===== src/rtl/pid_sched_pkg.sv =====
// Shared types and PID constants for the PID-FIFO scheduler.
package pid_sched_pkg;

    typedef enum logic [2:0] {
        IDLE,
        FETCH,
        DECODE,
        TOK,
        AES_RUN,
        HS,
        ERR
    } state_t;

    // USB PID type codes (low nibble of the PID byte)
    localparam logic [3:0] PID_OUT   = 4'h1;
    localparam logic [3:0] PID_IN    = 4'h9;
    localparam logic [3:0] PID_SETUP = 4'hD;
    localparam logic [3:0] PID_DATA0 = 4'h3;
    localparam logic [3:0] PID_DATA1 = 4'hB;
    localparam logic [3:0] PID_ACK   = 4'h2;
    localparam logic [3:0] PID_NAK   = 4'hA;

    // A PID byte is well formed when its upper nibble is the complement of the lower one.
    function automatic logic pid_check(input logic [7:0] pid);
        return (pid[7:4] == ~pid[3:0]);
    endfunction

endpackage


===== src/rtl/pid_sched_ctrl_sat_counter.sv =====
// Saturating up-counter: stops at all-ones instead of wrapping.
module sat_counter #(
    parameter int CNT_W = 16
) (
    input  logic             clk,
    input  logic             n_rst,
    input  logic             inc_i,
    output logic [CNT_W-1:0] cnt_o
);

    logic [CNT_W-1:0] cnt_q;

    // Count increment requests, holding once the counter is full.
    always_ff @(posedge clk) begin
        if (!n_rst) begin
            cnt_q <= '0;
        end else if (inc_i && (cnt_q != {CNT_W{1'b1}})) begin
            cnt_q <= cnt_q + 1'b1;
        end
    end

    assign cnt_o = cnt_q;

endmodule


===== src/rtl/pid_sched_ctrl.sv =====
// Drains the packet-order PID FIFO one entry at a time and dispatches each PID
// to the token handler, the AES encrypt engine or the handshake responder.
module pid_sched_ctrl
    import pid_sched_pkg::*;
#(
    parameter int CNT_W   = 16,
    parameter int TMO_W   = 10,
    parameter int TMO_MAX = 1000
) (
    input  logic             clk,
    input  logic             n_rst,
    input  logic             pid_empty,
    input  logic [7:0]       pid_rdata,
    output logic             pid_renable,
    output logic             tok_valid,
    output logic [3:0]       tok_pid,
    input  logic             tok_ready,
    output logic             aes_start,
    input  logic             aes_done,
    output logic             hs_valid,
    output logic             hs_ack,
    input  logic             hs_ready,
    output logic             toggle_err,
    output logic             pid_err,
    output logic             tmo_err,
    output logic             busy,
    output logic [CNT_W-1:0] data_cnt,
    output logic [CNT_W-1:0] err_cnt
);

    // Last count value before the timeout fires on the following edge.
    localparam logic [TMO_W-1:0] TMO_LAST = TMO_W'(TMO_MAX - 1);

    state_t           state_q;
    logic [7:0]       pid_q;
    logic             want_data1_q;   // 0: next DATA PID should be DATA0
    logic [TMO_W-1:0] tmo_q;
    logic             pid_renable_q;
    logic             tok_valid_q;
    logic [3:0]       tok_pid_q;
    logic             aes_start_q;
    logic             hs_valid_q;
    logic             hs_ack_q;
    logic             toggle_err_q;
    logic             pid_err_q;
    logic             tmo_err_q;
    logic [CNT_W-1:0] data_cnt_q;

    logic             is_tok;
    logic             is_data;
    logic             is_hs;
    logic             pid_err_d;
    logic             toggle_err_d;
    logic             tmo_err_d;
    logic             err_inc_d;

    // Classify the latched PID and detect the error events of this cycle.
    always_comb begin
        is_tok       = (pid_q[3:0] == PID_OUT) || (pid_q[3:0] == PID_IN) ||
                       (pid_q[3:0] == PID_SETUP);
        is_data      = (pid_q[3:0] == PID_DATA0) || (pid_q[3:0] == PID_DATA1);
        is_hs        = (pid_q[3:0] == PID_ACK) || (pid_q[3:0] == PID_NAK);
        pid_err_d    = (state_q == DECODE) &&
                       (!pid_check(pid_q) || !(is_tok || is_data || is_hs));
        toggle_err_d = (state_q == DECODE) && pid_check(pid_q) && is_data &&
                       ((pid_q[3:0] == PID_DATA1) != want_data1_q);
        tmo_err_d    = (state_q == AES_RUN) && !aes_done && (tmo_q == TMO_LAST);
        // Error pulses are mutually exclusive in time, so a single increment suffices.
        err_inc_d    = pid_err_d | toggle_err_d | tmo_err_d;
    end

    // Scheduler FSM with registered outputs, toggle tracking and the job timeout.
    always_ff @(posedge clk) begin
        if (!n_rst) begin
            state_q       <= IDLE;
            pid_q         <= '0;
            want_data1_q  <= 1'b0;
            tmo_q         <= '0;
            pid_renable_q <= 1'b0;
            tok_valid_q   <= 1'b0;
            tok_pid_q     <= '0;
            aes_start_q   <= 1'b0;
            hs_valid_q    <= 1'b0;
            hs_ack_q      <= 1'b0;
            toggle_err_q  <= 1'b0;
            pid_err_q     <= 1'b0;
            tmo_err_q     <= 1'b0;
            data_cnt_q    <= '0;
        end else begin
            pid_renable_q <= 1'b0;
            aes_start_q   <= 1'b0;
            toggle_err_q  <= 1'b0;
            pid_err_q     <= 1'b0;
            tmo_err_q     <= 1'b0;
            case (state_q)
                IDLE: begin
                    if (!pid_empty) begin
                        pid_renable_q <= 1'b1;
                        pid_q         <= pid_rdata;
                        state_q       <= FETCH;
                    end
                end
                FETCH: begin
                    state_q <= DECODE;
                end
                DECODE: begin
                    if (pid_err_d) begin
                        pid_err_q <= 1'b1;
                        state_q   <= ERR;
                    end else if (is_tok) begin
                        tok_valid_q <= 1'b1;
                        tok_pid_q   <= pid_q[3:0];
                        if (pid_q[3:0] == PID_SETUP) begin
                            want_data1_q <= 1'b0;
                        end
                        state_q <= TOK;
                    end else if (is_data) begin
                        aes_start_q  <= 1'b1;
                        toggle_err_q <= toggle_err_d;
                        want_data1_q <= (pid_q[3:0] == PID_DATA0);
                        data_cnt_q   <= data_cnt_q + 1'b1;
                        tmo_q        <= '0;
                        state_q      <= AES_RUN;
                    end else begin
                        hs_valid_q <= 1'b1;
                        hs_ack_q   <= (pid_q[3:0] == PID_ACK);
                        state_q    <= HS;
                    end
                end
                TOK: begin
                    if (tok_ready) begin
                        tok_valid_q <= 1'b0;
                        state_q     <= IDLE;
                    end
                end
                AES_RUN: begin
                    if (aes_done) begin
                        state_q <= IDLE;
                    end else if (tmo_err_d) begin
                        tmo_err_q <= 1'b1;
                        state_q   <= ERR;
                    end else begin
                        tmo_q <= tmo_q + 1'b1;
                    end
                end
                HS: begin
                    if (hs_ready) begin
                        hs_valid_q <= 1'b0;
                        hs_ack_q   <= 1'b0;
                        state_q    <= IDLE;
                    end
                end
                ERR: begin
                    state_q <= IDLE;
                end
                default: begin
                    state_q <= IDLE;
                end
            endcase
        end
    end

    sat_counter #(
        .CNT_W(CNT_W)
    ) u_err_cnt (
        .clk  (clk),
        .n_rst(n_rst),
        .inc_i(err_inc_d),
        .cnt_o(err_cnt)
    );

    assign pid_renable = pid_renable_q;
    assign tok_valid   = tok_valid_q;
    assign tok_pid     = tok_pid_q;
    assign aes_start   = aes_start_q;
    assign hs_valid    = hs_valid_q;
    assign hs_ack      = hs_ack_q;
    assign toggle_err  = toggle_err_q;
    assign pid_err     = pid_err_q;
    assign tmo_err     = tmo_err_q;
    assign busy        = (state_q != IDLE);
    assign data_cnt    = data_cnt_q;

endmodule


===== config.mk =====
export PLATFORM = sky130hd
export DESIGN_NAME = pid_sched_ctrl
export DESIGN_NICKNAME = d
export VERILOG_FILES = /design/src/rtl/pid_sched_pkg.sv /design/src/rtl/pid_sched_ctrl_sat_counter.sv /design/src/rtl/pid_sched_ctrl.sv
export SDC_FILE = /design/constraint.sdc
export NUM_CORES = 1
export LEC_CHECK = 0
export CAP_MARGIN = 5
export CORE_MARGIN = 10
export CORE_UTILIZATION = 44
export DETAILED_ROUTE_END_ITERATION = 8
export HOLD_SLACK_MARGIN = 0.03
export PLACE_DENSITY = 0.69
export SLEW_MARGIN = 15
export SYNTH_ARGS = -nofsm -noshare
export SYNTH_HDL_FRONTEND = slang
export SYNTH_HIERARCHICAL = 1
export SYNTH_SLANG_ARGS = --single-unit

===== constraint.sdc =====
create_clock -name clk -period 5.2 [get_ports clk]
set_clock_uncertainty 0.05 [all_clocks]
set_input_delay 0.78 -clock clk [delete_from_list [all_inputs] [get_ports clk]]
set_output_delay 0.78 -clock clk [all_outputs]
set_load 0.1 [all_outputs]

## Word-level counts from Yosys, hierarchy flattened

Index checks and enable logic that the tools add are counted.

| operators by class | value |
|---|---|
| add/subtract/negate cells | 3 |
| equal/unequal tests | 28 |
| muxes and demuxes | 35 |
| bitwise operators | 10 |
| reductions and logical operators | 36 |

Operators with widths:

| operator | count |
|---|---|
| 10-bit 2-to-1 mux | 5 |
| 16-bit by 1-bit adder with 16-bit output, second input constant | 2 |
| 3-bit 2-to-1 mux | 7 |
| 2-bit != test, second input constant | 10 |
| 10-bit one-hot mux with 2 select lines | 1 |
| 1-bit 2-to-1 mux | 18 |
| 3-bit one-hot mux with 6 select lines | 1 |
| 4-bit == test, second input constant | 4 |
| 16-bit != test, second input constant | 1 |
| 4-bit AND reduction | 4 |
| 10-bit by 1-bit adder with 10-bit output, second input constant | 1 |
| 10-bit == test, second input constant | 1 |
| 4-bit by 2-bit == test with 1-bit output, second input constant | 2 |
| 2-bit nonzero test | 4 |
| 1-bit logical AND | 7 |
| 1-bit logical OR | 7 |
| 1-bit inverter | 7 |
| 3-bit by 2-bit == test with 1-bit output, second input constant | 2 |
| 3-bit == test, second input constant | 2 |
| 1-bit one-hot mux with 2 select lines | 3 |
| 2-bit AND reduction | 3 |
| 6-bit AND reduction | 1 |
| 5-bit AND reduction | 1 |
| 5-bit OR reduction | 1 |
| 14 further kinds | 17 |

| word-level totals | value |
|---|---|
| flip-flop bits (word level) | 66 |
| input bits | 14 |
| word-level logic and storage cells | 127 |

## Logic depth before layout (Yosys ltp)

| logic depth | value |
|---|---|
| depth after elaboration | 11 |
| mapped depth | 12 |
| depth with buffers taken out | 9 |

## Cells and area by module

Netlist, hierarchy kept.

Modules (own cells, without submodules):

| module | times used | cells each | area each (um^2) | seq. area each (um^2) |
|---|---|---|---|---|
| pid_sched_ctrl | 1 | 279 | 2383.5 | 1001.0 |
| sat_counter | 1 | 97 | 837.1 | 320.3 |

## Least setup slack after synthesis

OpenSTA, ideal clock, no wires.

| path | value |
|---|---|
| kind | register -> output |
| from | register state_q[0] |
| to | output busy |
| data arrival time | 1.692 ns |
| data required time | 4.370 ns |
| path slack | 2.678 ns |
| stages on the path, launching flop included | 4 |
| cell sequence | dfxtp_1 > clkbuf_1 > or3_1 > clkbuf_1 |

| on the way | value |
|---|---|
| cells in the longest elaborated chain, start to end | 1 |

Ends and longest elaborated chain:

| what | line | source |
|---|---|---|
| start: declaration | pid_sched_ctrl.sv:34 | `state_t state_q;` |
| start signal: assignment | pid_sched_ctrl.sv:75 | `state_q <= IDLE;` |
| start signal: assignment | pid_sched_ctrl.sv:100 | `state_q <= FETCH;` |
| start signal: assignment | pid_sched_ctrl.sv:104 | `state_q <= DECODE;` |
| 3-bit nonzero test | pid_sched_ctrl.sv:181 | `assign busy = (state_q != IDLE);` |
| end: declaration | pid_sched_ctrl.sv:26 | `output logic busy,` |

Every way passes these cells.

## Worst setup path in the final report

Ends and elaborated chain as after synthesis.

==> flow_metrics.tcl <==
set metrics [dict create \
    cts_buffers 9 \
    cp-start-kind "register" \
    diodes 0 \
    rows 31 \
    track_usage_pct 13.48 \
    cts_buffer_depth 2 \
    fin_crit_ns 3.181 \
    slew_viol_final 0 \
    num_vias 2982 \
    path_cells "or3_1 -> clkdlybuf4s50_1" \
    finalNetCount 446 \
    core_area_sq_um 7176 \
    hpwl_mm 5.667 \
    cp_data_arrival_time_ns 2.35 \
    min-delay-start "tmo_q[9]" \
    cts.sink_count 66 \
    switching_share_pct 32.39 \
    synth_edf_count 0 \
    max_freq_mhz 314.3 \
    syn_area_per_cell_sq_um 8.565 \
    ys_seq_area_share_pct 41.03 \
    synth_area_leaders "dfxtp_1 41%, mux2i_1 5.6%, a21oi_1 4.5%, nor2_1 4.2%, nand2_1 3.3%" \
    finalSetupTns_ns 0 \
    post-cts-setup-buffers 0 \
    hold_end "tmo_q[9]" \
    die_y_microns 105.6 \
    crit_path_max_fanout 11 \
    cts_tree "done" \
    worst_slew_pin_slew_ns 0.9906 \
    drive_gt1_share_pct 6.452 \
    yosysUniqueCellTypes 51 \
    outcome "complete, no violations" \
    cpLargestDelayFamily "buffers and inverters" \
    final_cell_count_no_fill 533 \
    fin_crit_sh_pct 61.18 \
    gr-total-overflow 0 \
    ir_drop_mv 0.4018 \
    hold_violations 0 \
    p_comb_share_pct 21.8 \
    ant_nets 0 \
    p_clk_share_pct 35.4 \
    ioPinCount 59 \
    p_seq_share_pct 42.8 \
    power_density_nw_per_um2 330.4 \
    drc_errors 0 \
    cts_resized 0 \
    drt_iter0_markers 127 \
    path_buf_inv 1 \
    min_path_cells 1 \
    drt_first_pass_iters 4 \
    max_cap_violations 0 \
    yosysTopAreaCell "dfxtp_1" \
    synth_common_cells "66 x dfxtp_1, 36 x nor2_1, 29 x a21oi_1" \
    crit_type "reg2out" \
    reg2reg_from "state_q[1]" \
    reg2reg_slack_ns 2.22 \
    p_switching_mw 0.4375 \
    place_congestion 0.8047 \
    start_util_pct 44.88 \
    hold_buffers 0 \
    setup_violations 0 \
    min_path_type "reg2reg" \
    rsz0062_at_grt "false" \
    numPortBuffers 58 \
    synth_most_common_cell "dfxtp_1" \
    async_flop_share_pct 0 \
    reg2reg_depth 8 \
    pre_cts_ws_ns 1.974 \
    grt_pass1_vias 2720 \
    synth-seq-cells 66 \
    cpMaxStageDelayCell "clkdlybuf4s50_1" \
    yosys_warnings 6 \
    dieArea_sq_um 11140 \
    slew_headroom_pct 33.75 \
    clk_latency_ns 0.34 \
    die_width_microns 105.6 \
    grt_first_pass_wirelength_mm 12.73 \
    p_int_mw 0.9130 \
    netlist_area_sq_um 3221 \
    grt_antenna_before_repair 0 \
    fin_ws_ns 2.019 \
    wl_per_cell_microns 14.78 \
    synth.top_cell.area_share_pct 41.03 \
    wl_mm 7.880 \
    synthCells 376 \
    finalPower_mw 1.351 \
    end_kind "output port" \
    r2r_end "u_err_cnt/cnt_o[13]" \
    dp_cells 517 \
    path_clk_slew_ns 0.07 \
    synthFlopType "dfxtp_1" \
    leakage_nw 1.395 \
    synthesis.nets 393 \
    area_growth_pct 26.92 \
    grt_max_degree 21 \
    critical_path_required_ns 4.37 \
    cts-htree-levels 3 \
    vias_per_cell 5.595 \
    cpPeakStageDelay_ns 1.17 \
    cts_root_buf "clkbuf_8" \
]
## power groups by stage
stage | Combinational (mW) | Clock [mW] | Sequential (mW)
5_1_grt | 0.319 | 0.516 | 0.583
3_3_place_gp | 0.292 | 0 | 0.587
2_1_floorplan | 0.219 | 0 | 0.600
6_report | 0.294 | 0.478 | 0.578
4_1_cts | 0.295 | 0.490 | 0.577
3_5_place_dp | 0.294 | 0 | 0.589
## stage by stage
| stage | hold WS, ns | util, % | area, sq um |
|---|---|---|---|
| floorplan | 0.3738 | - | 3221 |
| global placement | 0.3850 | 53.79 | 3860 |
| detailed placement | 0.3945 | 53.79 | 3860 |
| CTS | 0.4044 | 56.84 | 4079 |
| global route | 0.4252 | 56.97 | 4088 |
| finish | 0.4064 | 56.97 | 4088 |
## worst reg2reg max path, delay by kind of cell (launching register included)
| kind | cells | cell delay, ns |
|---|---|---|
| AO/OA/AOI/OAI | 2 | 0.27 |
| AND/OR/NAND/NOR | 6 | 2.10 |
| flip-flops | 1 | 0.50 |
## flip-flops by register name, indices dropped and copies added (netlist names)
| signal | flops |
|---|---|
| aes_start | 1 |
| pid_q | 8 |
| pid_renable | 1 |
| tmo_q | 10 |
| pid_err | 1 |
| tok_valid | 1 |
| want_data1_q | 1 |
| toggle_err | 1 |
| data_cnt | 16 |
| state_q | 3 |
| u_err_cnt/cnt_o | 16 |
| tok_pid | 4 |
| hs_valid | 1 |
| tmo_err | 1 |
| hs_ack | 1 |
## layout make-up
cell class / count / area [sq um]
Clock buffer: 11 / 141.4
Clock inverter: 5 / 77.57
Fill cell: 646 / 3088
Inverter: 12 / 45.04
Multi-Input combinational cell: 279 / 1775
Sequential cell: 66 / 1321
Tap cell: 99 / 123.9
Timing Repair Buffer: 61 / 603.1
## cell usage in the layout (no fill, tap or decap), drive strengths merged, types with 3 or more instances in the layout
cell           instances
a21oi                 29
nand2b                 6
or4                    7
nor3                  11
inv                   12
nor2                  37
nor3b                  3
and2                   5
nand3                 17
and4                   6
mux2i                 18
o31ai                 10
nand2                 28
a211oi                 3
or3                   11
o21ai                 21
buf                    3
a31oi                  4
xor2                   6
dfxtp                 66
and3                   6
ha                     3
nand4                 13
clkdlybuf4s50         58
nor4                   5
clkbuf                11
xnor2                  7
## how the worst max path moves through the flow
stage,slack [ns],startpoint,cells past startpoint,end
6_report,2.02,state_q[0],2,busy
5_1_grt,1.91,state_q[0],2,busy
4_1_cts,2.01,state_q[0],2,busy
3_5_place_dp,1.97,aes_done,7,u_err_cnt/cnt_o[13]
3_3_place_gp,2.09,aes_done,7,u_err_cnt/cnt_o[7]
2_1_floorplan,2.68,state_q[0],3,busy
## layer usage
metal  wire length, microns  global-route usage (%)
met5                      0                       0
met4                     65                   4.642
met3                    484                   5.055
met2                   3545                   20.31
met1                   3784                   17.32
## logic make-up after synthesis
group / Yosys count / synth area share (%)
xor gates and xnor gates: 13 / 3.535
adders and majority gates: 3 / 1.166
buffers and inverters: 31 / 4.118
muxes: 18 / 5.594
AOI/OAI and AO/OA: 83 / 16.01
and+or+nand+nor: 162 / 28.55
DFF: 66 / 41.03
No activity file was read; power rests on OpenSTA's default activity.
